`src/rtl/usbfs_endp_rx.sv`:
```
// USB full-speed OUT endpoint: drains one received packet from the u_rx buffer
// and streams it to the application as valid/ready bytes, NAKing the host meanwhile.
module usbfs_endp_rx #(
  parameter  int unsigned MAX_PKT  = 8,
  localparam int unsigned IDX_W    = (MAX_PKT > 1) ? $clog2(MAX_PKT) : 1,
  localparam int unsigned NBYTES_W = $clog2(MAX_PKT + 1)
) (
  input  logic                i_clk,
  input  logic                i_rstn,
  input  logic                i_erValid,
  output logic                o_erReady,
  output logic                o_erStall,
  input  logic [NBYTES_W-1:0] i_erRxNBytes,
  output logic                o_erRdEn,
  output logic [IDX_W-1:0]    o_erRdIdx,
  input  logic [7:0]          i_erRdByte,
  output logic                o_valid,
  output logic [7:0]          o_data,
  output logic                o_last,
  input  logic                i_ready
);

  typedef enum logic [1:0] {
    ST_IDLE,
    ST_FETCH,
    ST_WAIT,
    ST_PRESENT
  } state_e;

  state_e              state_q, state_d;
  logic [IDX_W-1:0]    rdidx_q, rdidx_d;
  logic [NBYTES_W-1:0] nbytes_q, nbytes_d;
  logic [7:0]          data_q, data_d;
  logic                valid_q, valid_d;
  logic                last_q, last_d;
  logic                rden_q, rden_d;
  logic                erready_q, erready_d;
  logic                is_last_c;

  // Current byte is the final one of the packet.
  assign is_last_c = (NBYTES_W'(rdidx_q) == (nbytes_q - NBYTES_W'(1)));

  // Next-state logic; outputs are registered from the next-state values.
  always_comb begin
    state_d  = state_q;
    rdidx_d  = rdidx_q;
    nbytes_d = nbytes_q;
    data_d   = data_q;

    case (state_q)
      ST_IDLE: begin
        // Zero-length packets are consumed without leaving IDLE.
        if (i_erValid && (i_erRxNBytes != '0)) begin
          nbytes_d = i_erRxNBytes;
          rdidx_d  = '0;
          state_d  = ST_FETCH;
        end
      end
      ST_FETCH: begin
        state_d = ST_WAIT;
      end
      ST_WAIT: begin
        data_d  = i_erRdByte;
        state_d = ST_PRESENT;
      end
      ST_PRESENT: begin
        if (i_ready) begin
          if (is_last_c) begin
            state_d = ST_IDLE;
          end else begin
            rdidx_d = rdidx_q + IDX_W'(1);
            state_d = ST_FETCH;
          end
        end
      end
      default: begin
        state_d = ST_IDLE;
      end
    endcase

    valid_d   = (state_d == ST_PRESENT);
    last_d    = valid_d && (NBYTES_W'(rdidx_d) == (nbytes_d - NBYTES_W'(1)));
    rden_d    = (state_d == ST_FETCH);
    erready_d = (state_d == ST_IDLE);
  end

  // State and output registers.
  always_ff @(posedge i_clk) begin
    if (!i_rstn) begin
      state_q   <= ST_IDLE;
      rdidx_q   <= '0;
      nbytes_q  <= '0;
      data_q    <= '0;
      valid_q   <= 1'b0;
      last_q    <= 1'b0;
      rden_q    <= 1'b0;
      erready_q <= 1'b1;
    end else begin
      state_q   <= state_d;
      rdidx_q   <= rdidx_d;
      nbytes_q  <= nbytes_d;
      data_q    <= data_d;
      valid_q   <= valid_d;
      last_q    <= last_d;
      rden_q    <= rden_d;
      erready_q <= erready_d;
    end
  end

  assign o_erReady = erready_q;
  assign o_erStall = 1'b0;
  assign o_erRdEn  = rden_q;
  assign o_erRdIdx = rdidx_q;
  assign o_valid   = valid_q;
  assign o_data    = data_q;
  assign o_last    = last_q;

  // Protocol checks; a packet strobe while busy is tolerated and only reported.
  a_data_stable: assert property (@(posedge i_clk) disable iff (!i_rstn)
    (o_valid && !i_ready) |=> (o_valid && $stable(o_data)))
    else $error("usbfs_endp_rx: o_data changed while stalled");

  a_rden_fetch: assert property (@(posedge i_clk) disable iff (!i_rstn)
    o_erRdEn |-> (state_q == ST_FETCH))
    else $error("usbfs_endp_rx: read request outside FETCH");

  a_last_valid: assert property (@(posedge i_clk) disable iff (!i_rstn)
    o_last |-> o_valid)
    else $error("usbfs_endp_rx: o_last without o_valid");

  a_nbytes_legal: assert property (@(posedge i_clk) disable iff (!i_rstn)
    (i_erValid && (state_q == ST_IDLE)) |-> (i_erRxNBytes <= NBYTES_W'(MAX_PKT)))
    else $error("usbfs_endp_rx: packet length above MAX_PKT");

  a_valid_in_idle: assert property (@(posedge i_clk) disable iff (!i_rstn)
    i_erValid |-> (state_q == ST_IDLE))
    else $warning("usbfs_endp_rx: i_erValid while a packet is pending, ignored");

endmodule
```
`config.mk`:
```
export PLATFORM = sky130hd
export DESIGN_NAME = usbfs_endp_rx
export DESIGN_NICKNAME = d
export VERILOG_FILES = /design/src/rtl/usbfs_endp_rx.sv
export SDC_FILE = /design/constraint.sdc
export NUM_CORES = 1
export LEC_CHECK = 0
export CAP_MARGIN = 25
export CORE_MARGIN = 4
export CORE_UTILIZATION = 48
export DETAILED_ROUTE_END_ITERATION = 7
export GPL_TIMING_DRIVEN = 0
export PLACE_DENSITY = 0.87
export SKIP_CTS_REPAIR_TIMING = 1
export SYNTH_ARGS = -nofsm -noshare
export SYNTH_HDL_FRONTEND = slang
export SYNTH_SLANG_ARGS = --single-unit
```
`constraint.sdc`:
```
create_clock -name i_clk -period 3.3 [get_ports i_clk]
set_clock_uncertainty 0.1 [all_clocks]
set_input_delay 0.33 -clock i_clk [delete_from_list [all_inputs] [get_ports i_clk]]
set_output_delay 0.33 -clock i_clk [all_outputs]
set_load 0.02 [all_outputs]
```
==> results_dict.tcl <==
set metrics [dict create \
    yosys.area.top_type "dfxtp_1" \
    setup-violations-final 0 \
    critPathMostFrequentCell "ha_1" \
    vias 1178 \
    wl_per_cell_um 14.3 \
    pwr-share-clk_pct 18.1 \
    ant_nets 0 \
    die_area_um2 3560 \
    ys_seq_area_share_pct 32.8 \
    numCtsBuffers 3 \
    fp.coreArea_um2 2520 \
    fin_tns_setup_ns 0 \
    crit_cells 11 \
    status "finished, final reports clean" \
    hp-class "reg -> reg" \
    clock-sinks 21 \
    crit_type "reg -> reg" \
    seq_power_share_pct 42.2 \
    antenna_found_initial 0 \
    drtIter0Drc 50 \
    grt_pass1_vias 1113 \
    crit_end "o_last" \
    netlist_instances 139 \
    post-route-util_pct 65.6 \
    synth_seq_cells 21 \
    synthToLayoutAreaGrowth_pct 29.0 \
    syn_area_um2 1280 \
    period_share_pct 93.0 \
    critical_path_buf_inv_count 1 \
    rr_worst_depth 11 \
    r2r_end "o_last" \
    p_leak_uw 0.000627 \
    h-tree-depth 1 \
    drc 0 \
    clk_latency_ns 0.31 \
    cts_buffer_depth 2 \
    grt_usage_pct 17.3 \
    ys.flop_type "dfxtp_1" \
    hold_viol 0 \
    dr.pass1.iters 4 \
    die_h_um 59.7 \
    rsz0062_at_grt "no" \
    row_count 18 \
    arrival_ns 3.18 \
    cap_violations 0 \
    cpMaxStageDelayCell "a2111oi_2" \
    via_per_inst 5.80 \
    r2r_slack_ns 0.23 \
    internal_power_uw 447 \
    switchingPower_uw 251 \
    syn_avg_cell_area_um2 9.23 \
    netSwitchingFraction_pct 35.9 \
    fmax_mhz 326 \
    synth.distinct_cells 44 \
    ys.warnings.count 0 \
    worstPathCellList "inv_1 -> ha_1 -> nand2_1 -> nor2_2 -> mux2i_2 -> ha_1 -> and4b_1 -> a21oi_1 -> and3_1 -> mux2i_1 -> a2111oi_2" \
    synth_nets 163 \
    yosys-top-cells-area "dfxtp_1 33%, mux2i_1 10%, ha_1 7.8%" \
    end_kind "register" \
    synth-edff-count 0 \
    start_kind "register" \
    ir_drop_uv 266 \
    worstPathMaxFanout 5 \
    cts_tree "yes" \
    overflow 0 \
    cts_root_buf "clkbuf_4" \
    grt_pass1_wl_um 4720 \
    path_delay_family "simple AND/OR/NAND/NOR gates" \
    finalPower_uw 697 \
    gp_congestion 0.870 \
    port_buffers 30 \
    rr_startpoint "state_q[0]" \
    min_period_ns 3.07 \
    crit_required_ns 3.41 \
    synth_top_area_share_pct 32.8 \
    slew_violations 0 \
    drive_above_1_share_pct 9.83 \
    combinationalPowerShare_pct 39.7 \
    grt_max_degree 13 \
    nFillCells 221 \
    initial_utilization_pct 50.8 \
    crit_start "state_q[0]" \
    io_pins 32 \
    yosysMostFrequentCell "dfxtp_1" \
    ys_top_cells_by_count "21 x dfxtp_1, 17 x nor2_1, 13 x mux2i_1, 8 x ha_1, 7 x o21ai_0" \
    cts.clk_slew.worst_paths_ns 0.12 \
    async_flop_share_pct 0 \
    p_per_area_nw_per_um2 422 \
    nNetsFinal 198 \
    slowest_delay_ns 0.39 \
    wirelength_um 2910 \
    num_antenna_cells 0 \
    place_hpwl_um 2290 \
    dieWidth_um 59.7 \
]
-- tightest hold or removal path: cells and delay by family, from the launching register on --
family	cells	cell delay (ns)
mux	1	0.07
flops	1	0.35
simple gates	1	0.07
-- cells in the final DEF, fill, tap and decap left out, types with 2 or more instances in the layout --
cell type / n
a211o_1: 2
a21oi_1: 4
a211oi_1: 4
ha_1: 8
nor2b_1: 4
clkbuf_4: 3
and4b_1: 2
xor2_1: 3
o21ai_0: 7
nand2_1: 5
a21o_1: 2
clkbuf_1: 2
clkdlybuf4s50_1: 30
o31ai_1: 2
xnor2_1: 4
nor2_1: 16
nor3_1: 2
nand3_1: 3
inv_1: 6
o211ai_1: 2
dfxtp_1: 21
and2_1: 2
mux2i_1: 12
nand4_1: 2
-- kinds of logic (layout without fill, tap and decap cells) --
family	count (synthesis)	in the layout	share of synthesized area (%)
xor+xnor	7	7	4.78
buf+inv	11	45	3.61
other cells	1	1	0.292
flops	21	21	32.8
compound gates	33	33	19.9
fa+ha+maj	8	8	7.81
simple gates	45	45	20.7
mux	13	13	10.1
-- sequential cells by signal (all words and copies together), names as in the netlist --
name	cells
o_data	8
o_valid	1
o_erReady	1
o_erRdIdx	3
state_q	2
o_last	1
o_erRdEn	1
nbytes_q	4
-- power by group through the flow --
stage | clock (uW) | sequential [uW] | combinational (uW)
finish | 126 | 294 | 277
global route | 142 | 298 | 302
CTS | 130 | 294 | 274
detailed placement | 0 | 300 | 272
global placement | 0 | 298 | 263
floorplan | 0 | 313 | 171
-- final cells by class --
cell class	count	area, um^2	share of cell area, %
Tap cell	30	37.5	2.27
Clock buffer	3	22.5	1.36
Buffer	4	20.0	1.21
Inverter	7	26.3	1.59
Sequential cell	21	420	25.4
Multi-Input combinational cell	107	822	49.7
Timing Repair Buffer	30	300	18.2
Clock inverter	1	5.00	0.303
-- metal layers --
metal  global-route usage (%)  part of all wire [%]  wire, um  vias to the layer above
li1                         -                     -         -                      576
met1                     20.7                    42      1220                      544
met2                     28.7                    49      1430                       56
met3                     5.18                   8.6       250                        2
met4                     7.28                  0.48        14                        0
met5                        0                     0         0                        -
-- per-stage QoR --
| step | worst slack [ns] | hold WS, ns | instances | area [um^2] |
|---|---|---|---|---|
| after floorplan | 0.570 | 0.352 | 139 | 1280 |
| after global placement | -0.0242 | 0.371 | 199 | 1620 |
| after detailed placement | -0.149 | 0.387 | 199 | 1620 |
| after CTS | 0.0844 | 0.423 | 203 | 1650 |
| after global routing | 0.0159 | 0.443 | 203 | 1650 |
| final | 0.230 | 0.415 | 203 | 1650 |
-- how the worst min path moves through the flow --
stage	from	to	slack, ns	cells past startpoint
finish	o_data[3]	o_data[3]	0.42	2
global placement	o_data[4]	o_data[4]	0.37	2
detailed placement	o_data[6]	o_data[6]	0.39	2
global route	o_data[1]	o_data[1]	0.44	2
floorplan	i_rstn	o_erRdIdx[1]	0.35	1
CTS	o_data[1]	o_data[1]	0.42	2
Power figures use the tool's default switching activity.
